### src/rtl/fetch_unit_pkg.sv
// Shared definitions for the RV32I instruction fetch stage.
// Holds the NOP encoding, reset PC default and buffer entry layout.
package fetch_unit_pkg;

  localparam logic [31:0] NOP_INSTR     = 32'h0000_0013;
  localparam logic [31:0] RESET_PC_DFLT = 32'h0000_0000;

  typedef struct packed {
    logic [31:0] pc;
    logic [31:0] instr;
  } fetch_entry_t;

endpackage

### src/rtl/fetch_unit_sync_fifo.sv
// Small synchronous FIFO with flush and occupancy count.
// Registered storage; data written this cycle is visible next cycle.
module sync_fifo #(
  parameter int unsigned WIDTH = 32,
  parameter int unsigned DEPTH = 2
) (
  input  logic                   i_clk,
  input  logic                   i_rst,
  input  logic                   i_flush,
  input  logic                   i_push,
  input  logic [WIDTH-1:0]       i_data,
  input  logic                   i_pop,
  output logic [WIDTH-1:0]       o_data,
  output logic [$clog2(DEPTH):0] o_count,
  output logic                   o_empty
);

  localparam int unsigned AW = $clog2(DEPTH);

  logic [WIDTH-1:0] r_mem [DEPTH];
  logic [AW-1:0]    r_wr;
  logic [AW-1:0]    r_rd;
  logic [AW:0]      r_cnt;
  logic             w_full;
  logic             w_push;
  logic             w_pop;

  assign w_full  = (r_cnt == (AW+1)'(DEPTH));
  assign o_empty = (r_cnt == '0);
  assign w_push  = i_push && !w_full;
  assign w_pop   = i_pop && !o_empty;
  assign o_data  = r_mem[r_rd];
  assign o_count = r_cnt;

  always_ff @(posedge i_clk) begin
    if (i_rst || i_flush) begin
      r_wr  <= '0;
      r_rd  <= '0;
      r_cnt <= '0;
    end else begin
      if (w_push) r_wr <= r_wr + 1'b1;
      if (w_pop)  r_rd <= r_rd + 1'b1;
      unique case ({w_push, w_pop})
        2'b10:   r_cnt <= r_cnt + 1'b1;
        2'b01:   r_cnt <= r_cnt - 1'b1;
        default: r_cnt <= r_cnt;
      endcase
    end
  end

  always_ff @(posedge i_clk) begin
    if (w_push) r_mem[r_wr] <= i_data;
  end

endmodule

### src/rtl/fetch_unit.sv
// RV32I fetch stage: owns the PC, credit-limited in-order imem reads.
// Buffers {pc, instr}; drops wrong-path responses after a redirect.
module fetch_unit
  import fetch_unit_pkg::*;
#(
  parameter int unsigned ADDR_WIDTH = 32,
  parameter logic [ADDR_WIDTH-1:0] RESET_PC =
    ADDR_WIDTH'(RESET_PC_DFLT),
  parameter int unsigned DEPTH = 2
) (
  input  logic                  clk_i,
  input  logic                  rst_i,
  output logic                  imem_req_o,
  output logic [ADDR_WIDTH-1:0] imem_addr_o,
  input  logic                  imem_gnt_i,
  input  logic                  imem_rvalid_i,
  input  logic [31:0]           imem_rdata_i,
  input  logic                  redirect_i,
  input  logic [ADDR_WIDTH-1:0] redirect_pc_i,
  input  logic                  stall_i,
  output logic                  instr_valid_o,
  output logic [31:0]           instr_o,
  output logic [ADDR_WIDTH-1:0] pc_o,
  output logic [ADDR_WIDTH-1:0] pc_plus4_o
);

  localparam int unsigned CW = $clog2(DEPTH) + 1;
  localparam int unsigned DW = CW + 4;
  localparam int unsigned EW = ADDR_WIDTH + 32;
  localparam logic [ADDR_WIDTH-1:0] PC_STEP = ADDR_WIDTH'(4);
  localparam logic [ADDR_WIDTH-1:0] PC_INIT =
    {RESET_PC[ADDR_WIDTH-1:2], 2'b00};

  logic [ADDR_WIDTH-1:0] r_pc;
  logic [DW-1:0]         r_drop;

  logic [CW-1:0]         w_pend_cnt;
  logic [CW-1:0]         w_buf_cnt;
  logic                  w_pend_empty;
  logic                  w_buf_empty;
  logic [ADDR_WIDTH-1:0] w_pend_pc;
  logic [EW-1:0]         w_head;
  logic [CW:0]           w_used;
  logic                  w_grant;
  logic                  w_resp;
  logic                  w_drop_hit;
  logic                  w_pop;
  logic [DW-1:0]         w_drop_sum;
  logic [DW-1:0]         w_drop_redir;
  logic [ADDR_WIDTH-1:0] w_target;
  logic                  w_unused;

  // Credit uses registered counts only; a pop this cycle frees nothing.
  assign w_used = {1'b0, w_pend_cnt} + {1'b0, w_buf_cnt};
  assign imem_req_o = !rst_i && !redirect_i &&
                      (w_used < (CW+1)'(DEPTH));
  assign imem_addr_o = r_pc;
  assign w_grant = imem_req_o && imem_gnt_i;

  assign w_drop_hit = imem_rvalid_i && (r_drop != '0);
  assign w_resp = imem_rvalid_i && !redirect_i &&
                  (r_drop == '0) && !w_pend_empty;
  assign w_pop = !w_buf_empty && !stall_i;

  // Everything still in flight at redirect is stale, minus this beat.
  assign w_drop_sum = r_drop + DW'(w_pend_cnt);
  assign w_drop_redir = (imem_rvalid_i && (w_drop_sum != '0)) ?
                        w_drop_sum - 1'b1 : w_drop_sum;
  assign w_target = {redirect_pc_i[ADDR_WIDTH-1:2], 2'b00};
  assign w_unused = ^redirect_pc_i[1:0];

  sync_fifo #(
    .WIDTH (ADDR_WIDTH),
    .DEPTH (DEPTH)
  ) u_pend (
    .i_clk   (clk_i),
    .i_rst   (rst_i),
    .i_flush (redirect_i),
    .i_push  (w_grant),
    .i_data  (r_pc),
    .i_pop   (w_resp),
    .o_data  (w_pend_pc),
    .o_count (w_pend_cnt),
    .o_empty (w_pend_empty)
  );

  sync_fifo #(
    .WIDTH (EW),
    .DEPTH (DEPTH)
  ) u_buf (
    .i_clk   (clk_i),
    .i_rst   (rst_i),
    .i_flush (redirect_i),
    .i_push  (w_resp),
    .i_data  ({w_pend_pc, imem_rdata_i}),
    .i_pop   (w_pop),
    .o_data  (w_head),
    .o_count (w_buf_cnt),
    .o_empty (w_buf_empty)
  );

  always_ff @(posedge clk_i) begin
    if (rst_i) begin
      r_pc   <= PC_INIT;
      r_drop <= '0;
    end else if (redirect_i) begin
      r_pc   <= w_target;
      r_drop <= w_drop_redir;
    end else begin
      if (w_grant)    r_pc   <= r_pc + PC_STEP;
      if (w_drop_hit) r_drop <= r_drop - 1'b1;
    end
  end

  always_ff @(posedge clk_i) begin
    if (!rst_i) begin
      assert (!(imem_rvalid_i && (r_drop == '0) && w_pend_empty));
    end
  end

  assign instr_valid_o = !w_buf_empty;
  assign instr_o = instr_valid_o ? w_head[31:0] : NOP_INSTR;
  assign pc_o = instr_valid_o ? w_head[EW-1:32] : r_pc;
  assign pc_plus4_o = pc_o + PC_STEP;

endmodule

### config.mk
export PLATFORM = sky130hd
export DESIGN_NAME = fetch_unit
export DESIGN_NICKNAME = d
export VERILOG_FILES = /design/src/rtl/fetch_unit_pkg.sv /design/src/rtl/fetch_unit_sync_fifo.sv /design/src/rtl/fetch_unit.sv
export SDC_FILE = /design/constraint.sdc
export NUM_CORES = 1
export LEC_CHECK = 0
export ABC_AREA = 1
export ABC_CLOCK_PERIOD_IN_PS = 6080
export CAP_MARGIN = 20
export CORE_UTILIZATION = 50
export CTS_BUF_LIST = sky130_fd_sc_hd__clkbuf_8 sky130_fd_sc_hd__clkbuf_16
export CTS_CLUSTER_DIAMETER = 50
export DETAILED_ROUTE_END_ITERATION = 8
export GPL_TIMING_DRIVEN = 0
export PLACE_DENSITY_LB_ADDON = 0.1
export SETUP_SLACK_MARGIN = 0.02
export SYNTH_ARGS = -nofsm -noshare
export SYNTH_HDL_FRONTEND = slang
export SYNTH_SLANG_ARGS = --single-unit
### constraint.sdc
create_clock -name clk_i -period 6.08 [get_ports clk_i]
set_input_delay 1.216 -clock clk_i [delete_from_list [all_inputs] [get_ports clk_i]]
set_output_delay 1.216 -clock clk_i [all_outputs]
set_load 0.01 [all_outputs]
==> metrics.log, run 1 <==
[metrics] register-to-register setup slack: around 3.4 ns
[metrics] iteration-0 DRC count of the detailed router: approximately 700
[metrics] global-route wire length before repair: about 49,000 um
[metrics] arrival time of the worst setup path: ~3.4 ns
[metrics] fill cell count: 1,789
[metrics] Die W: 152.4 um
[metrics] clock tree root driver cell: sky130_fd_sc_hd__clkbuf_16
[metrics] Initial Util: between 50 and 60%
[metrics] most numerous cell in the Yosys netlist: sky130_fd_sc_hd__nand2_1
[metrics] Clk Latency, worst-skew pair: 0.54 ns
[metrics] Layout area overhead: 29.23%
[metrics] Synth Register Bits: 230
[metrics] area of combinational cells with multiple inputs: 4207 um2
[metrics] worst relative slew slack: 41.43%
[metrics] Pwr Density: 254.0 nW/um2
[metrics] Final Hold Fails: 0
[metrics] clock buffer count from CTS: 26
[metrics] post-synthesis area per instance: 9.484 um2
[metrics] Die Ht: 152.4 um
[metrics] design area: roughly 15,000 um2
[metrics] aggregate routed wire length: ~32,000 um
[metrics] maximum achievable frequency: 216.8 MHz
[metrics] count of input and output buffers: 188
[metrics] share of synthesized registers carrying an async set or reset: 0%
[metrics] total chip power: approximately 3.7 mW
[metrics] Clock Skew: 0.01461 ns
[metrics] EDFF count, synth: about 180
[metrics] Synth Cell Area: 11,310 um2
[metrics] die area: 23,230 um2
[metrics] Reg2Reg Launch Point: u_pend.o_count[0]$_SDFFE_PP0P_
[metrics] Pre-antenna DRT Iters: 7
[metrics] number of hold buffers added after CTS: 0
[metrics] pin count of the biggest net entering global routing: 30
[metrics] fraction of final layout cells sized beyond drive strength 1: a little under an eighth
[metrics] sequential fraction of the synthesis area: 56.97%
[metrics] ratio of final minimum period to clock period: 75.87%
[metrics] number of pins with negative max-slew slack in the final report: 0
[metrics] fin crit period: 4.613 ns
[metrics] minimum setup slack after placement: between 2 and 2.5 ns
[metrics] detailed route wirelength on metal2: 14,550 um
[metrics] type of the worst min-delay path: flip-flop to flip-flop
[metrics] depth of the worst hold-timing path: 1
[metrics] top layer reached by signal wires: met4
[metrics] post-cts gate resize count: 0
[metrics] number of standard cells in the layout, taps in and fillers out: 1,720
[metrics] via count of the first global-routing pass: about 8,700
[metrics] total number of nets in the final design: around 1,500
[metrics] placed instance area: 13,740 um2
[metrics] commonest cells in the synthesized netlist: sky130_fd_sc_hd__nand2_1 (326), sky130_fd_sc_hd__edfxtp_1 (184), sky130_fd_sc_hd__nor2_1 (132)
[metrics] wire length on met1: 13,940 um
[metrics] # clock sinks: 230
[metrics] post-route DRC violation count: 23
[metrics] cell count after synthesis: 1,193
[metrics] Core Area: 22,030 um2
[metrics] most used flip-flop cell after synthesis: sky130_fd_sc_hd__edfxtp_1
[metrics] # IOs: 200
[metrics] leading area contributor after synthesis: sky130_fd_sc_hd__edfxtp_1
[metrics] worst setup path class: flip-flop to output port
[metrics] setup bufs post-CTS: 0
[metrics] reg2reg end: u_pend.r_mem[1][16]$_DFFE_PP_
[metrics] final setup vio count: 0
[metrics] number of max-capacitance violations reported: 0
[metrics] most area-consuming cells after synthesis: sky130_fd_sc_hd__edfxtp_1 (49%), sky130_fd_sc_hd__nand2_1 (11%), sky130_fd_sc_hd__dfxtp_1 (8.1%), sky130_fd_sc_hd__nor2_1 (4.4%), sky130_fd_sc_hd__inv_1 (3.5%)
[metrics] launch point of the worst hold path: u_buf.r_rd$_SDFFE_PP0P_
[metrics] routability-driven placement congestion ratio: slightly above 0.9
[metrics] detailed-route via count: 9,126
[metrics] detailed placer's ending HPWL: 23,930 um
[metrics] antenna violations before repair: 0
[metrics] length in cells of the worst reg-to-reg path: 9
[metrics] clock edge transition at the registers on the reported setup and hold paths: approximately 0.06 ns
[metrics] clock buffer depth: 3
[metrics] violations in the final reports: DRC
[metrics] setup repair after global routing missed its margin: false
[metrics] data required time at the worst endpoint: 4.86 ns
[metrics] status: complete, but fails checks
[metrics] count of antenna diodes in the layout: 0
[metrics] clock tree from TritonCTS: built
[metrics] overall routing resource usage: 27.18%
[metrics] static leakage: 5.495 nW
[metrics] fraction of post-synthesis cell area in the top cell type by area: 48.83%
[metrics] count of cell types in the netlist: 48
[metrics] Worst Path Max Fanout: 7
[metrics] Setup WS post-layout: 1.467 ns
[metrics] Yosys warnings: 0
[metrics] category of the worst setup path capture point: output port
[metrics] Sequential Area: 6446 um2
[metrics] total grt overflow: 0
[metrics] H-tree depth reported by CTS: 1
[metrics] Detail Route met3 WL: 2315 um
[metrics] post-detailed-route count of antenna-violating nets: 0
[metrics] slew of the pin with the lowest slew margin: 0.8693 ns
[metrics] wire length per cell: ~18 um
[metrics] Peak VDD IR: around 0.21 mV
[metrics] number of placement rows: 54
[metrics] vias per inst: 5.306
[metrics] number of instances in the placed design: ~1,700
[metrics] critical path startpoint category: flip-flop
area by class of cell:
| class | instances | area share, % |
|---|---|---|
| Clock buffer | 28 | 4.638 |
| Buffer | 46 | 1.960 |
| Sequential cell | 230 | 44.09 |
| Multi-Input combinational cell | 810 | 28.77 |
| Clock inverter | 20 | 1.403 |
| Inverter | 112 | 2.901 |
| Tap cell | 280 | 2.396 |
| Timing Repair Buffer | 194 | 13.85 |
cell usage in the layout (no fill, tap or decap), types with 5 or more instances in the layout:
| cell type | synthesis | layout |
|---|---|---|
| sky130_fd_sc_hd__nor2_2 | 16 | 16 |
| sky130_fd_sc_hd__a21oi_2 | 13 | 13 |
| sky130_fd_sc_hd__nor3_2 | 5 | 5 |
| sky130_fd_sc_hd__nand3b_1 | 5 | 5 |
| sky130_fd_sc_hd__xor2_1 | 39 | 39 |
| sky130_fd_sc_hd__nand2_1 | 326 | 326 |
| sky130_fd_sc_hd__clkdlybuf4s50_1 | 0 | 188 |
| sky130_fd_sc_hd__o21ai_0 | 43 | 43 |
| sky130_fd_sc_hd__clkbuf_1 | 16 | 16 |
| sky130_fd_sc_hd__nand4_1 | 9 | 9 |
| sky130_fd_sc_hd__a21oi_1 | 73 | 73 |
| sky130_fd_sc_hd__mux2_2 | 30 | 30 |
| sky130_fd_sc_hd__buf_2 | 12 | 12 |
| sky130_fd_sc_hd__buf_6 | 5 | 5 |
| sky130_fd_sc_hd__clkinv_2 | 1 | 5 |
| sky130_fd_sc_hd__inv_1 | 105 | 108 |
| sky130_fd_sc_hd__buf_4 | 9 | 9 |
| sky130_fd_sc_hd__a31oi_1 | 9 | 9 |
| sky130_fd_sc_hd__nor2_4 | 2 | 6 |
| sky130_fd_sc_hd__edfxtp_1 | 184 | 184 |
| sky130_fd_sc_hd__nor2_1 | 132 | 128 |
| sky130_fd_sc_hd__nor3_1 | 15 | 15 |
| sky130_fd_sc_hd__ha_1 | 10 | 10 |
| sky130_fd_sc_hd__nand3_1 | 48 | 48 |
| sky130_fd_sc_hd__conb_1 | 1 | 6 |
| sky130_fd_sc_hd__dfxtp_1 | 46 | 46 |
| sky130_fd_sc_hd__clkbuf_16 | 0 | 26 |
kinds of logic after synthesis:
group	after synthesis	share of synthesized area, %
AO/OA/AOI/OAI	155	8.084
XOR/XNOR	42	3.318
adder cells (fa/ha/maj)	12	1.460
buffers and inverters	158	6.281
flip-flops	230	56.97
multiplexers	30	2.986
other	1	0.03314
AND/OR/NAND/NOR	565	20.87
stage by stage:
stage	setup TNS [ns]	hold slack, ns	util, %
after detailed placement	0	0.4412	62.37
after global routing	0	0.4659	66.38
after CTS	0	0.4524	66.38
after global placement	-127.87	0.4364	61.59
after floorplan	0	0.4255	-
final	0	0.4537	66.38
per-layer routing:
layer	GRT usage (%)	up-vias
met2	45.10	381
met5	0	-
met3	4.380	50
met1	36.85	4278
met4	8.225	0
li1	-	4417
worst max-delay path, stage by stage, from the launching register on:
cell and delay (ns):
sky130_fd_sc_hd__dfxtp_1 0.52, sky130_fd_sc_hd__inv_1 0.24, sky130_fd_sc_hd__o21ai_2 0.37, sky130_fd_sc_hd__ha_1 0.35
sky130_fd_sc_hd__inv_1 0.16, sky130_fd_sc_hd__nor2_1 0.31, sky130_fd_sc_hd__nand3_1 0.14, sky130_fd_sc_hd__xor2_1 0.19
sky130_fd_sc_hd__clkdlybuf4s50_1 0.59
state kept, by name, summed over array words and instances (netlist names), named ones only:
register        count
u_buf.o_count       2
imem_addr_o        30
u_buf.r_wr          1
r_drop              6
u_buf.r_rd          1
u_buf.r_mem       124
u_pend.o_count      2
u_pend.r_rd         1
u_pend.r_wr         1
u_pend.r_mem       60
where the power goes:
group / internal (mW) / leakage [nW] / switching, mW
registers: 1.72 / 2.06 / 0.0372
clock network: 0.908 / 0.439 / 0.655
logic: 0.177 / 3.00 / 0.214
total: 2.81 / 5.50 / 0.907
worst max-delay path by stage:
stage	from	to	slack, ns	cells after the start
2_1_floorplan	imem_rvalid_i	u_buf.r_mem[0][0]$_DFFE_PP_	0.89	5
3_3_place_gp	imem_rvalid_i	u_buf.r_mem[0][4]$_DFFE_PP_	-1.05	5
3_5_place_dp	imem_addr_o[2]$_SDFFE_PP0P_	pc_plus4_o[24]	2.01	8
4_1_cts	imem_addr_o[2]$_SDFFE_PP0P_	pc_plus4_o[24]	1.42	8
5_1_grt	imem_addr_o[2]$_SDFFE_PP0P_	pc_plus4_o[24]	1.36	8
6_report	imem_addr_o[2]$_SDFFE_PP0P_	pc_plus4_o[24]	1.47	8
No activity file was read; power rests on OpenSTA's default activity.
==> run 2: changes to the inputs <==
--- a/config.mk
+++ b/config.mk
@@ -6,9 +6,9 @@
 export NUM_CORES = 1
 export LEC_CHECK = 0
 export ABC_AREA = 1
-export ABC_CLOCK_PERIOD_IN_PS = 6080
+export ABC_CLOCK_PERIOD_IN_PS = 4200
 export CAP_MARGIN = 20
-export CORE_UTILIZATION = 50
+export CORE_UTILIZATION = 48
 export CTS_BUF_LIST = sky130_fd_sc_hd__clkbuf_8 sky130_fd_sc_hd__clkbuf_16
 export CTS_CLUSTER_DIAMETER = 50
 export DETAILED_ROUTE_END_ITERATION = 8
==> constraint.sdc (replaced) <==
create_clock -name clk_i -period 4.2 [get_ports clk_i]
set_input_delay 0.84 -clock clk_i [delete_from_list [all_inputs] [get_ports clk_i]]
set_output_delay 0.84 -clock clk_i [all_outputs]
set_load 0.01 [all_outputs]
==> run 2 against run 1 <==
Net effect:
- the run now ends clean
- final cell count increased by 1.9%
- worst setup slack got worse by 1.2 ns
- register-to-register slack got worse by 1.8 ns
- routed wire length increased by 1.9%
- global-route usage decreased by 0.55 points
- cell area increased by 0.47%
- via count decreased by 0.47%
- highest routed layer unchanged
==> metrics.log, run 2 (synthesized netlist as in run 1, its figures left out) <==
[metrics] status: finished, final reports clean (was complete, but fails checks)
[metrics] Final Hold Fails: 0 (unchanged)
[metrics] largest reg by FF count: u_buf.r_mem (unchanged)
[metrics] final setup vio count: 0 (unchanged)
[metrics] placed instance area: 13,760 um2 (was 13,740 um2)
[metrics] overall routing resource usage: 26.63% (was 27.18%)
[metrics] Hold Crit Endpoint: u_buf.r_rd$_SDFFE_PP0P_
[metrics] Peak VDD IR: 0.2638 mV (was 0.2088 mV)
[metrics] post-cts gate resize count: 2 (was 0)
[metrics] iteration-0 DRC count of the detailed router: 591 (was 697)
[metrics] global routing met3 resource utilization: 4.833% (was 4.380%)
[metrics] detailed-route via count: 9,083 (was 9,126)
[metrics] number of pins with negative max-slew slack in the final report: 0 (unchanged)
[metrics] critical path's largest stage delay: 0.56 ns (was 0.59 ns)
[metrics] Layout area overhead: 29.83% (was 29.23%)
[metrics] routability-driven placement congestion ratio: 0.9275 (was 0.9248)
[metrics] ratio of final minimum period to clock period: ~95%
[metrics] length in cells of the worst reg-to-reg path: 7 (was 9)
[metrics] worst path buffer plus inverter count: 3 (unchanged)
[metrics] clock tree from TritonCTS: built (unchanged)
[metrics] H-tree depth reported by CTS: 1 (unchanged)
[metrics] fin crit period: between 3 and 4 ns
[metrics] minimum setup slack after placement: 0.4707 ns (was 2.015 ns)
[metrics] Die Ht: 155.5 um (was 152.4 um)
[metrics] # IOs: 200 (unchanged)
[metrics] setup repair after global routing missed its margin: false (unchanged)
[metrics] type of the worst min-delay path: flip-flop to flip-flop (unchanged)
[metrics] slew of the pin with the lowest slew margin: 0.8550 ns (was 0.8693 ns)
[metrics] aggregate routed wire length: 32,150 um (was 31,570 um)
[metrics] worst relative slew slack: 42.40% (was 41.43%)
[metrics] category of the worst setup path capture point: output port (unchanged)
[metrics] post-route DRC violation count: 0 (was 23)
[metrics] Pwr Density: 375.8 nW/um2 (was 254.0 nW/um2)
[metrics] Core Area: 22,850 um2 (was 22,030 um2)
[metrics] number of max-capacitance violations reported: 0 (unchanged)
[metrics] utilization after layout: 64.30% (was 66.38%)
[metrics] leading cell type in the layout, fill and taps excluded: sky130_fd_sc_hd__nand2_1 (unchanged)
[metrics] reg2reg end: u_buf.r_mem[1][4]$_DFFE_PP_ (was u_pend.r_mem[1][16]$_DFFE_PP_)
[metrics] antenna violations before repair: 0 (unchanged)
[metrics] Reg2Reg Launch Point: r_drop[1]$_SDFFE_PP0P_ (was u_pend.o_count[0]$_SDFFE_PP0P_)
[metrics] depth of the worst hold-timing path: 1 (unchanged)
[metrics] critical path startpoint category: flip-flop (unchanged)
[metrics] layer carrying the most global-route usage: met2 (unchanged)
[metrics] Pre-antenna DRT Iters: 5 (was 7)
[metrics] count of input and output buffers: 188 (unchanged)
[metrics] highest-delay cell along the critical path: sky130_fd_sc_hd__clkdlybuf4s50_1 (unchanged)
[metrics] design area: 14,690 um2 (was 14,620 um2)
[metrics] clock tree root driver cell: sky130_fd_sc_hd__clkbuf_16 (unchanged)
[metrics] count of antenna diodes in the layout: 0 (unchanged)
[metrics] pin count of the biggest net entering global routing: 31 (was 30)
[metrics] Die W: 155.5 um (was 152.4 um)
[metrics] post-detailed-route count of antenna-violating nets: 0 (unchanged)
[metrics] launch point of the worst hold path: u_buf.r_rd$_SDFFE_PP0P_ (unchanged)
[metrics] detailed placer's ending HPWL: 23,890 um (was 23,930 um)
[metrics] register-to-register setup slack: 1.56 ns (was 3.36 ns)
[metrics] arrival time of the worst setup path: 3.13 ns (was 3.40 ns)
[metrics] via count of the first global-routing pass: 8,814 (was 8,673)
[metrics] static leakage: 5.485 nW (was 5.495 nW)
[metrics] worst setup path class: flip-flop to output port (unchanged)
[metrics] clock edge transition at the registers on the reported setup and hold paths: 0.06 ns (about the same)
[metrics] number of placement rows: 55 (was 54)
[metrics] setup bufs post-CTS: 0 (unchanged)
[metrics] total number of nets in the final design: 1,503 (was 1,502)
[metrics] clock buffer count from CTS: 27 (was 26)
[metrics] data required time at the worst endpoint: 3.36 ns (was 4.86 ns)
[metrics] number of flip-flops in the largest register: 124 (unchanged)
[metrics] fraction of met1 tracks used by global routing: 35.24% (was 36.85%)
[metrics] Initial Util: 49.52% (was 51.37%)
[metrics] global-route wire length before repair: 48,990 um (was 48,680 um)
[metrics] # clock sinks: 230 (unchanged)
[metrics] global routing usage on met2: 43.73% (was 45.10%)
[metrics] maximum achievable frequency: 251.7 MHz
[metrics] number of hold buffers added after CTS: 0 (unchanged)
[metrics] clock buffer depth: 3 (unchanged)
[metrics] vias per inst: 5.181 (was 5.306)
[metrics] fraction of final layout cells sized beyond drive strength 1: 11.88% (was 11.60%)
[metrics] crit path cell chain: inv_2 > nand2_8 > buf_12 > o21ai_2 > ha_1 > nand2_2 > nor3_2 > nand3b_1 > nand2_1 > clkdlybuf4s50_1 (was inv_1 > o21ai_2 > ha_1 > inv_1 > nor2_1 > nand3_1 > xor2_1 > clkdlybuf4s50_1)
[metrics] Clock Skew: 0.01703 ns (was 0.01461 ns)
[metrics] Setup WS post-layout: 0.2276 ns (was 1.467 ns)
[metrics] Clk Latency, worst-skew pair: 0.54 ns (about the same)
[metrics] die area: 24,190 um2 (was 23,230 um2)
[metrics] category of cells accounting for the largest share of critical-path delay: buffers and inverters (unchanged)
[metrics] total grt overflow: 0 (unchanged)
[metrics] wire length per cell: 18.34 um (was 18.35 um)
[metrics] commonest cells after routing, fill and taps aside: sky130_fd_sc_hd__nand2_1 (326), sky130_fd_sc_hd__clkdlybuf4s50_1 (188), sky130_fd_sc_hd__edfxtp_1 (184), sky130_fd_sc_hd__nor2_1 (127), sky130_fd_sc_hd__inv_1 (104) (was sky130_fd_sc_hd__nand2_1 (326), sky130_fd_sc_hd__clkdlybuf4s50_1 (188), sky130_fd_sc_hd__edfxtp_1 (184), sky130_fd_sc_hd__nor2_1 (128), sky130_fd_sc_hd__inv_1 (108))
[metrics] Worst Path Max Fanout: 10 (was 7)
[run 2: cell types whose count changed in the layout (fill, tap and decap cells not counted), sizes merged]
cell,previous run,this run
clkinv,13,9
clkbuf,44,43
bufinv,2,4
clkinvlp,2,5
[run 2: per-stage QoR]
| stage | setup TNS (ns) | hold WS (ns) | std cells | power [mW] |
|---|---|---|---|---|
| 4_1_cts | 0 | 0.4616 | 1753 | 5.541 |
| 5_1_grt | 0 | 0.4773 | 1753 | 5.688 |
| 2_1_floorplan | -76.47 | 0.4255 | 1198 | 2.867 |
| 3_5_place_dp | 0 | 0.4503 | 1705 | 3.156 |
| 6_report | 0 | 0.4681 | 1753 | 5.521 |
| 3_3_place_gp | -336.98 | 0.4361 | 1699 | 3.147 |
[run 2: report_power, final]
group          total (mW)  switching [mW]  internal [mW]
combinational       0.565           0.310          0.255
clock                2.40           0.970           1.43
sequential           2.55          0.0572           2.49
[run 2: metal layers]
layer	wire length, um	vias up	share of wire (%)
li1	-	4431	-
met1	13900	4220	43
met2	14550	368	45
met3	2635	64	8.2
met4	1062	0	3.3
met5	0	-	0
[run 2: how the worst max path moves through the flow]
stage	from	end	cells past startpoint
global placement	imem_rvalid_i	u_buf.r_mem[0][30]$_DFFE_PP_	5
detailed placement	imem_addr_o[2]$_SDFFE_PP0P_	pc_plus4_o[24]	8
global route	u_buf.o_count[0]$_SDFFE_PP0P_	pc_plus4_o[30]	10
floorplan	imem_rvalid_i	u_buf.r_mem[0][0]$_DFFE_PP_	5
CTS	u_buf.o_count[0]$_SDFFE_PP0P_	pc_plus4_o[24]	12
finish	u_buf.o_count[0]$_SDFFE_PP0P_	pc_plus4_o[30]	10
[run 2: final cells by class]
class                           instances  area, um2
Sequential cell                       230       6447
Tap cell                              313      391.6
Buffer                                 46      286.5
Fill cell                            1925       8157
Clock inverter                         21      241.5
Clock buffer                           27      675.6
Inverter                              112      424.2
Multi-Input combinational cell        810       4214
Timing Repair Buffer                  194       2009
[run 2: worst reg2reg max path, stage by stage, from the launching register on]
cell and delay (ns):
sky130_fd_sc_hd__dfxtp_1 0.35, sky130_fd_sc_hd__inv_1 0.15, sky130_fd_sc_hd__ha_1 0.16, sky130_fd_sc_hd__nand4_1 0.15, sky130_fd_sc_hd__a211oi_2 0.32, sky130_fd_sc_hd__o21ai_0 0.39
sky130_fd_sc_hd__nor2_4 0.51, sky130_fd_sc_hd__buf_12 0.28
==> run 3: changes to the inputs <==
--- a/config.mk
+++ b/config.mk
@@ -10,7 +10,6 @@
 export CAP_MARGIN = 20
 export CORE_UTILIZATION = 48
 export CTS_BUF_LIST = sky130_fd_sc_hd__clkbuf_8 sky130_fd_sc_hd__clkbuf_16
-export CTS_CLUSTER_DIAMETER = 50
 export DETAILED_ROUTE_END_ITERATION = 8
 export GPL_TIMING_DRIVEN = 0
 export PLACE_DENSITY_LB_ADDON = 0.1
==> run 3 against run 2 <==
Net effect:
- final cell count fell by 0.23%
- flip-flop and latch count did not move
- routed wire length is 0.62% lower
- non-clock buffer count unchanged
- worst setup slack worse by 0.066 ns
- clock power down 9.6%
==> metrics.log, run 3 (synthesized netlist as in run 1, its figures left out) <==
[metrics] Die W: 155.5 um (unchanged)
[metrics] via count of the first global-routing pass: 8,838 (was 8,814)
[metrics] number of max-capacitance violations reported: 0 (unchanged)
[metrics] detailed-route via count: 9,085 (was 9,083)
[metrics] number of flip-flops in the largest register: 124 (unchanged)
[metrics] relative contribution of the clock network to total power: 41.0% (was 43.6%)
[metrics] pin count of the biggest net entering global routing: 31 (unchanged)
[metrics] clock tree root driver cell: sky130_fd_sc_hd__clkbuf_16 (unchanged)
[metrics] H-tree depth reported by CTS: 1 (unchanged)
[metrics] share of power burned in registers: 48.3% (was 46.2%)
[metrics] number of placement rows: 55 (unchanged)
[metrics] vias per inst: 5.194 (was 5.181)
[metrics] Die Ht: 155.5 um (unchanged)
[metrics] # IOs: 200 (unchanged)
[metrics] fraction of final layout cells sized beyond drive strength 1: 11.28% (was 11.88%)
[metrics] switching share of power: 23.38% (was 24.22%)
[metrics] iteration-0 DRC count of the detailed router: 652 (was 591)
[metrics] slew of the pin with the lowest slew margin: 0.8563 ns (was 0.8550 ns)
[metrics] Final Hold Fails: 0 (unchanged)
[metrics] clock buffer count from CTS: 24 (was 27)
[metrics] final setup vio count: 0 (unchanged)
[metrics] routability-driven placement congestion ratio: 0.9275 (unchanged)
[metrics] commonest cells after routing, fill and taps aside: sky130_fd_sc_hd__nand2_1 (326), sky130_fd_sc_hd__clkdlybuf4s50_1 (188), sky130_fd_sc_hd__edfxtp_1 (184), sky130_fd_sc_hd__nor2_1 (127), sky130_fd_sc_hd__inv_1 (110) (was sky130_fd_sc_hd__nand2_1 (326), sky130_fd_sc_hd__clkdlybuf4s50_1 (188), sky130_fd_sc_hd__edfxtp_1 (184), sky130_fd_sc_hd__nor2_1 (127), sky130_fd_sc_hd__inv_1 (104))
[metrics] wire length per cell: 18.27 um (was 18.34 um)
[metrics] overall routing resource usage: 26.59% (was 26.63%)
[metrics] number of pins with negative max-slew slack in the final report: 0 (unchanged)
[metrics] worst setup path class: flip-flop to output port (unchanged)
[metrics] fin crit period: 4.039 ns (was 3.972 ns)
[metrics] arrival time of the worst setup path: 3.20 ns (was 3.13 ns)
[metrics] type of the worst min-delay path: flip-flop to flip-flop (unchanged)
[metrics] post-detailed-route count of antenna-violating nets: 0 (unchanged)
[metrics] Layout area overhead: 28.94% (was 29.83%)
[metrics] worst relative slew slack: 42.31% (was 42.40%)
[metrics] status: finished, final reports clean (unchanged)
[metrics] clock tree from TritonCTS: built (unchanged)
[metrics] count of input and output buffers: 188 (unchanged)
[metrics] largest reg by FF count: u_buf.r_mem (unchanged)
[metrics] total number of nets in the final design: 1,500 (was 1,503)
[metrics] global-route wire length before repair: 48,990 um (unchanged)
[metrics] data required time at the worst endpoint: 3.36 ns (about the same)
[metrics] die area: 24,190 um2 (unchanged)
[metrics] total grt overflow: 0 (unchanged)
[metrics] Internal Power: 4.047 mW (was 4.183 mW)
[metrics] Peak VDD IR: 0.2804 mV (was 0.2638 mV)
[metrics] clock edge transition at the registers on the reported setup and hold paths: 0.06 ns (about the same)
[metrics] smallest hold slack: 0.4655 ns (was 0.4681 ns)
[metrics] maximum achievable frequency: 247.6 MHz (was 251.7 MHz)
[metrics] leading cell type in the layout, fill and taps excluded: sky130_fd_sc_hd__nand2_1 (unchanged)
[metrics] critical path startpoint category: flip-flop (unchanged)
[metrics] Core Area: 22,850 um2 (unchanged)
[metrics] combinational cell fraction of total power: 10.7% (was 10.2%)
[metrics] total chip power: 5.282 mW (was 5.521 mW)
[metrics] detailed placer's ending HPWL: 23,890 um (unchanged)
[metrics] P_sw: 1.235 mW (was 1.337 mW)
[metrics] Clock Skew: 0.01330 ns (was 0.01703 ns)
[metrics] ratio of final minimum period to clock period: 96.16% (was 94.58%)
[metrics] static leakage: 5.468 nW (was 5.485 nW)
[metrics] # clock sinks: 230 (unchanged)
[metrics] Pwr Density: 362.1 nW/um2 (was 375.8 nW/um2)
[metrics] count of antenna diodes in the layout: 0 (unchanged)
[metrics] Worst Path Max Fanout: 10 (unchanged)
[metrics] minimum setup slack after placement: 0.4707 ns (unchanged)
[metrics] clock buffer depth: 3 (unchanged)
[metrics] post-route DRC violation count: 0 (unchanged)
[metrics] Pre-antenna DRT Iters: 6 (was 5)
[metrics] Initial Util: 49.52% (unchanged)
[metrics] total negative slack: 0 ns (unchanged)
[metrics] Setup WS post-layout: 0.1614 ns (was 0.2276 ns)
[metrics] antenna violations before repair: 0 (unchanged)
[metrics] Clk Latency, worst-skew pair: 0.52 ns (was 0.54 ns)
[metrics] setup repair after global routing missed its margin: false (unchanged)
[metrics] category of the worst setup path capture point: output port (unchanged)
[metrics] aggregate routed wire length: 31,960 um (was 32,150 um)
[metrics] setup bufs post-CTS: 0 (unchanged)
-- run 3: cell type report --
type	instances	area, um2
buffer	46	286.5
clock inverter	17	160.2
clock buffer	27	653.1
sequential	230	6447
multi-input combinational	810	4217
timing repair buffer	194	2009
inverter	112	424.2
tap	313	391.6
fill	1960	8258
-- run 3: worst paths after layout --
kind                                 startpoint  cells past startpoint  slack [ns]                           end
setup / recovery  u_buf.o_count[0]$_SDFFE_PP0P_                     12        0.16                pc_plus4_o[24]
hold / removal          u_buf.r_rd$_SDFFE_PP0P_                      1        0.47                     flip-flop
setup reg to reg         r_drop[1]$_SDFFE_PP0P_                      7        1.57  u_buf.r_mem[1][30]$_DFFE_PP_
hold reg to reg         u_buf.r_rd$_SDFFE_PP0P_                      1        0.47                     flip-flop
-- run 3: per-layer routing --
layer  track usage, %  routed length, um  vias up
met5                0                  0        -
met4            8.077                845        0
met3            5.000               2512       61
met2            44.12              14560      377
met1            35.45              14040     4234
li1                 -                  -     4413
-- run 3: repair_timing --
item	4_1_cts	5_1_grt
setup endpoints to repair	2	1
hold buffers	0	0
pin swaps	0	0
gates resized for setup	2	1
endpoints found under the hold margin	0	0
-- run 3: per-stage QoR --
stage / utilization [%] / cell area (um2) / std cells
after floorplan: - / 11330 / 1198
after global placement: 59.56 / 13610 / 1699
after detailed placement: 60.25 / 13760 / 1705
after CTS: 63.82 / 14580 / 1749
after global routing: 63.86 / 14590 / 1749
final: 63.86 / 14590 / 1749
-- run 3: power by group through the flow --
stage                     registers (mW)  clock network [mW]  logic [mW]
after global placement              2.60                   0       0.549
after floorplan                     2.58                   0       0.285
after detailed placement            2.60                   0       0.559
after global routing                2.55                2.29       0.619
final                               2.55                2.17       0.565
after CTS                           2.55                2.19       0.563
-- run 3: worst max-delay path, cell delays in order (launching register included) --
cell	delay [ns]
sky130_fd_sc_hd__dfxtp_1	0.40
sky130_fd_sc_hd__inv_2	0.10
sky130_fd_sc_hd__nand2_8	0.13
sky130_fd_sc_hd__buf_12	0.15
sky130_fd_sc_hd__nor2_4	0.03
sky130_fd_sc_hd__a21oi_1	0.20
sky130_fd_sc_hd__inv_1	0.12
sky130_fd_sc_hd__ha_1	0.25
sky130_fd_sc_hd__inv_1	0.21
sky130_fd_sc_hd__nor2_2	0.12
sky130_fd_sc_hd__nand3_1	0.11
sky130_fd_sc_hd__xor2_1	0.26
sky130_fd_sc_hd__clkdlybuf4s50_1	0.60
